`src/rtl/key_rotate_mux.sv`:
```
// key_rotate_mux
//   Key-schedule rotator for a split (C/D) key. A Start in IDLE loads both
//   halves already rotated for round 1. Each Advance then steps the halves
//   to the next round until the last round is consumed. Encrypt rotates
//   left and decrypt rotates right, by 1 or 2 bit positions per round as
//   selected by SHIFT_MAP.
//
// Parameters
//   WIDTH     width of each key half
//   ROUNDS    rounds per schedule (2..32)
//   SHIFT_MAP bit k-1: encrypt shift for round k (0 -> 1 bit, 1 -> 2 bits)
//
// Ports
//   Clk, Rst_n        clock, asynchronous active-low reset
//   Start, Mode       load request; Mode 0 = encrypt, 1 = decrypt
//   Advance           consumer step request
//   In_c, In_d        halves to load
//   Ready             IDLE, Start will be accepted
//   Valid             Out_c/Out_d/Round hold a valid round
//   Done              one-cycle pulse after the final round is consumed
//   Round             current round, 1..ROUNDS
//   Out_c, Out_d      registered halves for the current round
module key_rotate_mux #(
  parameter int unsigned           WIDTH     = 28,
  parameter int unsigned           ROUNDS    = 16,
  parameter logic [ROUNDS-1:0]     SHIFT_MAP = 16'h7EFC
) (
  input  logic                         Clk,
  input  logic                         Rst_n,
  input  logic                         Start,
  input  logic                         Mode,
  input  logic                         Advance,
  input  logic [WIDTH-1:0]             In_c,
  input  logic [WIDTH-1:0]             In_d,
  output logic                         Ready,
  output logic                         Valid,
  output logic                         Done,
  output logic [$clog2(ROUNDS+1)-1:0]  Round,
  output logic [WIDTH-1:0]             Out_c,
  output logic [WIDTH-1:0]             Out_d
);

  localparam int unsigned RW = $clog2(ROUNDS + 1);

  typedef enum logic {IDLE, RUN} state_t;

  state_t           state_q, state_d;
  logic             mode_q;
  logic [RW-1:0]    round_q;
  logic [WIDTH-1:0] c_q, d_q;
  logic             done_q;

  logic             load, step, finish;
  logic             rot_dir;
  logic [RW-1:0]    rot_round;
  logic [1:0]       rot_amt;
  logic [WIDTH-1:0] c_src, d_src, c_nxt, d_nxt;

  // Rotation amount used to enter round k. Decrypt walks the encrypt
  // schedule backwards and applies no shift on its first round.
  function automatic logic [1:0] shift_amt(input logic dec, input logic [RW-1:0] k);
    int unsigned       idx;
    logic [ROUNDS-1:0] sel;
    if (dec && (k == RW'(1)))
      return 2'd0;
    idx = dec ? (ROUNDS + 1 - 32'(k)) : (32'(k) - 1);
    sel = SHIFT_MAP >> idx;
    return sel[0] ? 2'd2 : 2'd1;
  endfunction

  // Circular rotate via a doubled word: the wanted window never sees fill bits.
  function automatic logic [WIDTH-1:0] rotate(input logic [WIDTH-1:0] x,
                                              input logic right,
                                              input logic [1:0] amt);
    logic [2*WIDTH-1:0] dbl;
    if (right) begin
      dbl = {x, x} >> amt;
      return dbl[WIDTH-1:0];
    end
    dbl = {x, x} << amt;
    return dbl[2*WIDTH-1:WIDTH];
  endfunction

  always_ff @(posedge Clk or negedge Rst_n) begin
    if (!Rst_n) state_q <= IDLE;
    else        state_q <= state_d;
  end

  always_comb begin
    state_d = state_q;
    load    = 1'b0;
    step    = 1'b0;
    finish  = 1'b0;
    case (state_q)
      IDLE: begin
        if (Start) begin
          load    = 1'b1;
          state_d = RUN;
        end
      end
      RUN: begin
        if (Advance) begin
          if (round_q == RW'(ROUNDS)) begin
            finish  = 1'b1;
            state_d = IDLE;
          end else begin
            step = 1'b1;
          end
        end
      end
      default: state_d = IDLE;
    endcase
  end

  // One shared rotator per half: the load path and the step path differ
  // only in source word, direction and target round.
  always_comb begin
    c_src     = load ? In_c : c_q;
    d_src     = load ? In_d : d_q;
    rot_dir   = load ? Mode : mode_q;
    rot_round = load ? RW'(1) : (round_q + RW'(1));
    rot_amt   = shift_amt(rot_dir, rot_round);
    c_nxt     = rotate(c_src, rot_dir, rot_amt);
    d_nxt     = rotate(d_src, rot_dir, rot_amt);
  end

  always_ff @(posedge Clk or negedge Rst_n) begin
    if (!Rst_n) begin
      mode_q  <= 1'b0;
      round_q <= '0;
      c_q     <= '0;
      d_q     <= '0;
      done_q  <= 1'b0;
    end else begin
      done_q <= finish;
      if (load) mode_q <= Mode;
      if (load || step) begin
        round_q <= rot_round;
        c_q     <= c_nxt;
        d_q     <= d_nxt;
      end
    end
  end

  assign Ready = (state_q == IDLE);
  assign Valid = (state_q == RUN);
  assign Done  = done_q;
  assign Round = round_q;
  assign Out_c = c_q;
  assign Out_d = d_q;

endmodule

```
`config.mk`:
```
export PLATFORM = sky130hd
export DESIGN_NAME = key_rotate_mux
export DESIGN_NICKNAME = d
export VERILOG_FILES = /design/src/rtl/key_rotate_mux.sv
export SDC_FILE = /design/constraint.sdc
export NUM_CORES = 1
export LEC_CHECK = 0
export CAP_MARGIN = 10
export CELL_PAD_IN_SITES_DETAIL_PLACEMENT = 0
export CELL_PAD_IN_SITES_GLOBAL_PLACEMENT = 1
export CORE_UTILIZATION = 25
export CTS_BUF_LIST = sky130_fd_sc_hd__clkbuf_8
export DETAILED_ROUTE_END_ITERATION = 7
export DONT_BUFFER_PORTS = 1
export PLACE_DENSITY_LB_ADDON = 0.1
export RECOVER_POWER = 100
export SLEW_MARGIN = 20
export SYNTH_ARGS = -nofsm -noshare
export SYNTH_HDL_FRONTEND = slang
export SYNTH_SLANG_ARGS = --single-unit
```
`constraint.sdc`:
```
create_clock -name Clk -period 9.55 [get_ports Clk]
set_input_delay 1.91 -clock Clk [delete_from_list [all_inputs] [get_ports Clk]]
set_output_delay 1.91 -clock Clk [all_outputs]
set_load 0.05 [all_outputs]
```
==> run_results.csv, run 1 <==
group,metric,value,unit
place,io_buffer_count,0,
clock_tree,postCtsSetupBuffers,0,
yosys,synthSimpleGateAreaFrac,22.2,%
sta,finalClockSkew,13.8,ps
finish,num_antenna_cells,0,
setup_path,cp-start-kind,"input port",
setup_path,r2r-start,"Valid",
setup_path,critical_path.endpoint_type,"flop",
detailed_routing,final_antenna_net_count,0,
die,fp.dieH,144,um
sta,slew_headroom,-17.3,%
setup_path,critPathMaxFanout,64,
outcome,violations,"capacitance limit, slew limit",
grt,overflow,0,
clock_tree,cts_max_path_buffers,2,
die,die_area,20800,sq um
sta,drv_slew,54,
die,core_area,19700,sq um
setup_path,reg2reg_depth,11,
setup_path,crit_path_frequent_cell,"clkbuf_1",
die,die_x,144,um
clock_tree,cts_htree_levels,3,
clock_tree,tritoncts,"done",
detailed_routing,drt_wl_total,19.7,mm
sta,finalCritPeriodShare,71.1,%
setup_path,crit_required,9810,ps
yosys,synth_edf_count,0,
setup_path,crit_slowest_cell,"clkbuf_1",
clock_tree,hold_buffers,0,
yosys,synthXorXnorAreaFrac,1.93,%
yosys,ys_top_cells_by_area,"dfrtp_1 32%, mux2i_1 12%, nand2_1 9.5%",
finish,layout-drive-gt1-share,5.25,%
setup_path,path_delay_family,"buffers and inverters",
yosys,synthMuxAreaShare,13.5,%
sta,whs,834,ps
yosys,yosysTopAreaCellShare,31.7,%
sta,rsz0062_at_grt,"false",
clock_tree,clk_pin_slew,80,ps
yosys,synth.distinct_cells,53,
place,post-dp-hpwl,12.6,mm
grt,antenna_found_initial,0,
setup_path,cp_num_buf_inv,3,
die,rows,51,
detailed_routing,drt_pass1_iterations,5,
setup_path,crit_end,"Out_c[25]",
yosys,yosys_warnings,0,
grt,grt_pass1_wl,30.1,mm
detailed_routing,viasPerCell,5.57,
setup_path,crit_chain,"nor2b_1 > mux2i_2 > clkbuf_1 > inv_1 > clkbuf_1 > o21ai_0 > o32a_1 > and2_4 > nand2_1 > mux2_2 > a211oi_1",
detailed_routing,drt_iter0_drc,389,
sta,min_period,6790,ps
sta,finalHoldViolations,0,
die,start_util,25.7,%
yosys,syn_area,5050,sq um
detailed_routing,post_drt_wl_per_cell,22.1,um
clock_tree,cts-root-buf,"clkbuf_8",
clock_tree,cts_sinks,64,
yosys,synth_ff_type,"dfrtp_1",
detailed_routing,drc,0,
yosys,synth_top_family_by_area,"compound AO/OA/AOI/OAI gates",
die,io_pins,125,
setup_path,regToRegEndpoint,"Out_c[25]",
setup_path,cp.depth,11,
setup_path,r2r_setup_slack,3590,ps
place,place.gp.congestion,0.802,
outcome,status,"finished, violations left",
yosys,synth_top_area_cell,"dfrtp_1",
clock_tree,clk_latency,360,ps
clock_tree,cts_made_buffers,9,
yosys,syn_nets,726,
sta,setup_violations,0,
yosys,synth_compound_gate_area_share,23.6,%
yosys,postSynth.asyncResetShare,100,%
grt,track_usage,19.4,%
sta,max_freq,147,MHz
yosys,yosysSeqAreaShare,31.7,%
grt,grt_pass1_vias,5005,
clock_tree,cts-resized-gates,0,
setup_path,crit_start,"Start",
worst_hold_path,hp-class,"reg -> reg",
yosys,syn_inst,660,
finish,fin_nets,689,
yosys,synth.avg_cell_area,7.65,sq um
setup_path,critical-path-max-stage-delay,1060,ps
sta,tns,0,ps
finish,syn_to_final_growth,7.49,%
yosys,synth-seq-cells,64,
detailed_routing,vias,4973,
grt,grt_start_max_net_pins,67,
run,maxCapViolations,2,
setup_path,arrival,7060,ps
setup_path,crit_type,"in -> reg",
sta,worst_pin_slew,1760,ps
yosys,synthAdderAreaFrac,1.24,%
## routing by layer
layer	GRT usage, %	vias up	part of all wire (%)
li1	-	2331	-
met1	26.0	2461	47
met2	31.0	158	46
met3	3.81	23	5.8
met4	6.72	0	1.8
met5	0	-	0
## cells in the mapped netlist (2+ instances only)
library cell and number:
a311oi_1 12, ha_1 5, o21ai_1 5, xor2_1 5, a211oi_1 12, o221ai_1 3
nand2_2 2, a32oi_1 12, nand2_1 128, or4_1 2, buf_4 3, mux2i_1 62
buf_6 3, o211ai_1 5, mux2_2 2, o21a_1 2, nand3_1 9, a31oi_1 51
nor4_1 3, inv_1 7, clkbuf_1 32, xnor3_1 2, o31ai_1 4, nand4_1 6
nor2b_1 2, o21ai_0 26, o32ai_1 2, buf_2 13, nand2b_1 3, nor3_1 18
or3_1 3, buf_1 7, dfrtp_1 64, a21oi_1 40, nor2_1 84, o22ai_1 4
## how the worst min path moves through the flow
| stage | start | to | slack, ps | cells past startpoint |
|---|---|---|---|---|
| after detailed placement | Out_c[2] | Out_c[2] | 810 | 2 |
| after global placement | Out_c[2] | Out_c[2] | 810 | 2 |
| after floorplan | Out_c[12] | Out_c[12] | 770 | 2 |
| after CTS | Out_c[2] | Out_c[2] | 830 | 2 |
| after global routing | Out_c[3] | Out_c[3] | 860 | 2 |
| final | Out_c[3] | Out_c[3] | 830 | 2 |
## placed cells by master (no fill, tap or decap), types with 9 or more instances in the layout
cell / instances
nand2_1: 129
nor2_1: 82
dfrtp_1: 64
mux2i_1: 61
a31oi_1: 51
a21oi_1: 40
o21ai_0: 30
nor3_1: 18
a311oi_1: 12
a32oi_1: 12
a211oi_1: 12
inv_1: 10
clkbuf_8: 10
nand3_1: 9
## final cells by class
class	instances	area (sq um)
sequential	64	1600
tap	265	332
clock buffer	10	138
timing repair buffer	10	83.8
multi-input combinational	531	3170
fill	2253	14200
clock inverter	6	76.3
inverter	7	26.3
## kinds of logic after synthesis
| logic type | Yosys count |
|---|---|
| and+or+nand+nor | 267 |
| adders and majority gates | 5 |
| muxes | 66 |
| xor gates and xnor gates | 8 |
| AOI/OAI and AO/OA | 185 |
| buffers and inverters | 65 |
| DFF | 64 |
## through the flow
step | cells | setup slack [ps] | area (sq um) | utilization (%)
2_1_floorplan | 660 | 4750 | 5050 | -
3_3_place_gp | 876 | 4050 | 5200 | 26.5
3_5_place_dp | 876 | 4100 | 5200 | 26.5
4_1_cts | 892 | 4470 | 5420 | 27.6
5_1_grt | 893 | 2510 | 5420 | 27.6
6_report | 893 | 2760 | 5420 | 27.6
## worst reg2reg max path: stages (launching register included)
cell and delay (ps):
dfrtp_1 610, nor2b_1 440, mux2i_2 250, clkbuf_1 1060, inv_1 150, clkbuf_1 750
o21ai_0 430, o32a_1 370, and2_4 700, nand2_1 490, mux2_2 400, a211oi_1 230
## registers in the layout, indices dropped and copies added, names as in the netlist
register,flops
Out_c,28
mode_q,1
Out_d,28
Round,5
Done,1
Valid,1
Power of run 1 is not shown: default switching activity piles up to over one toggle a cycle in this logic, so the estimate is an artifact.
==> inputs of run 2 (changes only) <==
==> constraint.sdc (replaced) <==
create_clock -name Clk -period 6.15 [get_ports Clk]
set_input_delay 1.23 -clock Clk [delete_from_list [all_inputs] [get_ports Clk]]
set_output_delay 1.23 -clock Clk [all_outputs]
set_load 0.05 [all_outputs]
==> run 2 against run 1 <==
Sequential share of layout area up 0.16 points; first-iteration DRC count decreased by 7.7%; the flow still finishes with violations (capacitance limit, slew limit); worst hold slack got worse by 280 ps; critical path depth shrank 3.
==> run_results.csv, run 2 (same netlist as run 1, synthesis figures left out) <==
group,metric,value,unit
finish,multiInputGateArea,3170,sq um
die,die_area,20800,sq um
clock_tree,clk_latency,370,ps
detailed_routing,vias,5022,
clock_tree,cts-root-buf,"clkbuf_8",
die,io_pins,125,
grt,grt_start_max_net_pins,67,
grt,grt_pass1_wl,30.4,mm
die,start_util,25.7,%
setup_path,critical_path.endpoint_type,"flop",
die,die_x,144,um
setup_path,crit_required,6430,ps
setup_path,cp-start-kind,"input port",
sta,tns,0,ps
finish,syn_to_final_growth,6.92,%
clock_tree,cts-resized-gates,0,
sta,setup_violations,0,
finish,num_antenna_cells,0,
clock_tree,clk_pin_slew,80,ps
sta,finalCritPeriodShare,79.4,%
clock_tree,cts_made_buffers,9,
finish,regArea,1600,sq um
clock_tree,tritoncts,"done",
sta,rsz0062_at_grt,"false",
grt,overflow,0,
run,maxCapViolations,1,
finish,fill_cells,2187,
finish,layout-drive-gt1-share,5.75,%
detailed_routing,final_antenna_net_count,0,
setup_path,critPathMaxFanout,66,
setup_path,arrival,5160,ps
die,fp.dieH,144,um
outcome,status,"finished, violations left",
finish,fin_nets,690,
die,core_area,19700,sq um
detailed_routing,drt_iter0_drc,359,
setup_path,crit_type,"in -> reg",
finish,fin_cells,891,
place,post-dp-hpwl,13.4,mm
grt,antenna_found_initial,0,
clock_tree,cts_max_path_buffers,2,
sta,worst_pin_slew,2090,ps
sta,slew_headroom,-39.3,%
clock_tree,postCtsSetupBuffers,0,
clock_tree,hold_buffers,0,
finish,mostFrequentLayoutCell,"nand2_1",
detailed_routing,drc,0,
detailed_routing,viasPerCell,5.64,
grt,track_usage,19.5,%
clock_tree,cts_htree_levels,3,
outcome,violations,"capacitance limit, slew limit",
sta,drv_slew,67,
sta,finalHoldViolations,0,
detailed_routing,drt_pass1_iterations,5,
sta,whs,557,ps
worst_hold_path,hp-class,"in -> async",
die,rows,51,
clock_tree,cts_sinks,64,
sta,max_freq,205,MHz
sta,fin_ws,1270,ps
place,io_buffer_count,0,
place,place_ws,1490,ps
grt,grt_pass1_vias,5192,
place,dp_cells,878,
sta,min_period,4880,ps
detailed_routing,drt_wl_total,19.6,mm
finish,layout_common_cells,"128 x nand2_1, 82 x nor2_1, 64 x dfrtp_1",
detailed_routing,post_drt_wl_per_cell,22.0,um
place,place.gp.congestion,0.820,
sta,finalClockSkew,9.20,ps
-- run 2: changes by cell type in the layout (fill, tap and decap cells not counted), sizes merged --
cell	change
buf	+3
bufinv	-1
clkbuf	-2
clkinv	-1
inv	-1
-- run 2: path summary, 6_finish.rpt --
path	to	slack, ps	from	depth (start not counted)
worst max register to register	Out_c[25]	1410	Valid	8
worst max-delay path	Out_c[25]	1270	Start	8
worst min register to register	Out_c[3]	820	Out_c[3]	2
worst min-delay path	Out_d[7]	560	Rst_n	0
min in group Clk	Out_c[3]	820	Out_c[3]	2
max in group asynchronous	Out_d[14]	5440	Rst_n	0
-- run 2: final cells by class --
class / instances / area share [%]
Clock buffer: 10 / 2.55
Clock inverter: 3 / 0.696
Inverter: 7 / 0.487
Multi-Input combinational cell: 531 / 58.7
Sequential cell: 64 / 29.7
Tap cell: 265 / 6.15
Timing Repair Buffer: 11 / 1.72
-- run 2: metrics by stage --
step	utilization, %	cell area [sq um]
2_1_floorplan	-	5050
3_3_place_gp	26.6	5230
3_5_place_dp	26.6	5230
4_1_cts	27.5	5400
5_1_grt	27.5	5400
6_report	27.5	5400
-- run 2: worst max-delay path, stage by stage --
cell and delay, ps:
nor2b_4 160, clkbuf_2 1530, o21ai_0 330, mux2_1 390
and2_4 650, nand2_2 250, mux2_2 350, a211oi_1 230
-- run 2: layer usage --
layer | vias up | track usage, % | share of wire [%]
met5 | - | 0 | 0
met4 | 0 | 6.38 | 1.6
met3 | 26 | 4.27 | 6.8
met2 | 173 | 30.8 | 46
met1 | 2482 | 26.1 | 46
li1 | 2341 | - | -
Power of run 2 is left out for the same reason.
==> inputs of run 3 (changes only) <==
==> constraint.sdc (replaced) <==
create_clock -name Clk -period 4.6 [get_ports Clk]
set_input_delay 0.92 -clock Clk [delete_from_list [all_inputs] [get_ports Clk]]
set_output_delay 0.92 -clock Clk [all_outputs]
set_load 0.05 [all_outputs]
==> run 3 against run 2 <==
The run now ends clean; register-to-register slack worse by 920 ps; critical path depth up 4; setup slack got worse by 780 ps.
==> run_results.csv, run 3 (same netlist as run 1, synthesis figures left out) <==
group,metric,value,unit
detailed_routing,maxUsedRoutingLayer,"met4",
sta,tns,0,ps
die,core_area,19700,sq um
detailed_routing,drt_iter0_drc,388,
sta,finalClockSkew,8.77,ps
setup_path,crit_chain,"clkbuf_1 > nand2b_1 > nand2_1 > ha_1 > xor2_1 > xnor3_1 > or4_1 > mux2_4 > and2_4 > nand2_1 > mux2_2 > a211oi_1",
clock_tree,clk_latency,380,ps
grt,overflow,0,
place,place.gp.congestion,0.801,
sta,setup_violations,0,
setup_path,critical_path.endpoint_type,"flop",
die,io_pins,125,
detailed_routing,dr_wl_met2,8.78,mm
die,rows,51,
detailed_routing,viasPerCell,5.58,
setup_path,crit_required,4880,ps
die,die_area,20800,sq um
grt,grt_pass1_vias,5129,
sta,worst_pin_slew,953,ps
finish,num_antenna_cells,0,
finish,utilization,28.0,%
detailed_routing,route.met3.wl,1.52,mm
die,start_util,25.7,%
clock_tree,hold_buffers,0,
detailed_routing,post_drt_wl_per_cell,21.3,um
setup_path,crit_path_frequent_cell,"nand2_1",
sta,whs,235,ps
finish,layout-drive-gt1-share,7.17,%
finish,mostFrequentLayoutCell,"nand2_1",
setup_path,crit_type,"reg -> reg",
finish,fin_nets,703,
place,io_buffer_count,0,
die,fp.dieH,144,um
setup_path,cp_num_buf_inv,1,
setup_path,arrival,4380,ps
setup_path,critical-path-max-stage-delay,610,ps
place,post-dp-hpwl,13.6,mm
sta,min_period,4110,ps
worst_hold_path,hp-class,"in -> async",
clock_tree,clk_pin_slew,80,ps
outcome,status,"finished, final reports clean",
clock_tree,cts_sinks,64,
clock_tree,tritoncts,"done",
grt,grt_pass1_wl,30.1,mm
setup_path,path_delay_family,"simple AND/OR/NAND/NOR gates",
detailed_routing,drt-met1-wl,8.62,mm
setup_path,crit_slowest_cell,"clkbuf_1",
finish,layout_common_cells,"129 x nand2_1, 83 x nor2_1, 64 x dfrtp_1",
sta,slew_headroom,36.4,%
sta,drv_slew,0,
clock_tree,cts_made_buffers,9,
clock_tree,cts_max_path_buffers,2,
grt,track_usage,19.4,%
finish,fill_cells,2198,
detailed_routing,drt_pass1_iterations,5,
detailed_routing,final_antenna_net_count,0,
sta,finalCritPeriodShare,89.3,%
grt,antenna_found_initial,0,
die,die_x,144,um
grt,grt_start_max_net_pins,65,
sta,finalHoldViolations,0,
detailed_routing,drc,0,
clock_tree,cts_htree_levels,3,
setup_path,cp-start-kind,"flop",
run,maxCapViolations,0,
detailed_routing,vias,5065,
sta,max_freq,243,MHz
sta,rsz0062_at_grt,"false",
clock_tree,cts-resized-gates,0,
clock_tree,cts-root-buf,"clkbuf_8",
setup_path,critPathMaxFanout,34,
detailed_routing,drt_wl_total,19.3,mm
clock_tree,postCtsSetupBuffers,0,
finish,syn_to_final_growth,8.90,%
==> run 3: cell type report <==
type	instances	area [sq um]	share of cell area (%)
multi-input combinational	531	3160	57.5
sequential	64	1600	29.1
tap	265	332	6.03
timing repair buffer	24	178	3.23
clock buffer	11	151	2.76
clock inverter	5	47.5	0.865
inverter	7	26.3	0.478
==> run 3: metal layers <==
metal / track usage [%] / vias up
met5: 0 / -
met4: 6.77 / 0
met3: 5.07 / 25
met2: 30.3 / 199
met1: 25.6 / 2477
li1: - / 2364
==> run 3: through the flow <==
stage / cell area, sq um / instances / setup slack (ps)
2_1_floorplan: 5050 / 660 / 787
3_3_place_gp: 5320 / 891 / 802
3_5_place_dp: 5320 / 891 / 799
4_1_cts: 5520 / 907 / 766
5_1_grt: 5500 / 907 / 259
6_report: 5500 / 907 / 492
==> run 3: worst paths after layout <==
kind,from,to,slack (ps),depth (start not counted)
max in group asynchronous,Rst_n,Out_c[22],4260,0
max reg2reg,Valid,Out_c[25],490,12
min,Rst_n,Out_d[23],230,0
max,Valid,Out_c[25],490,12
min in group Clk,Round[1],Round[1],620,2
min reg2reg,Round[1],Round[1],620,2
==> run 3: worst reg2reg max path: cells and delay by family, from the launching register on <==
| family | cells | cell delay, ps |
|---|---|---|
| buf+inv | 1 | 610 |
| fa+ha+maj | 1 | 260 |
| xor+xnor | 2 | 410 |
| simple gates | 5 | 1460 |
| mux | 2 | 690 |
| compound gates | 1 | 250 |
| flops | 1 | 320 |
Power of run 3 is left out for the same reason.
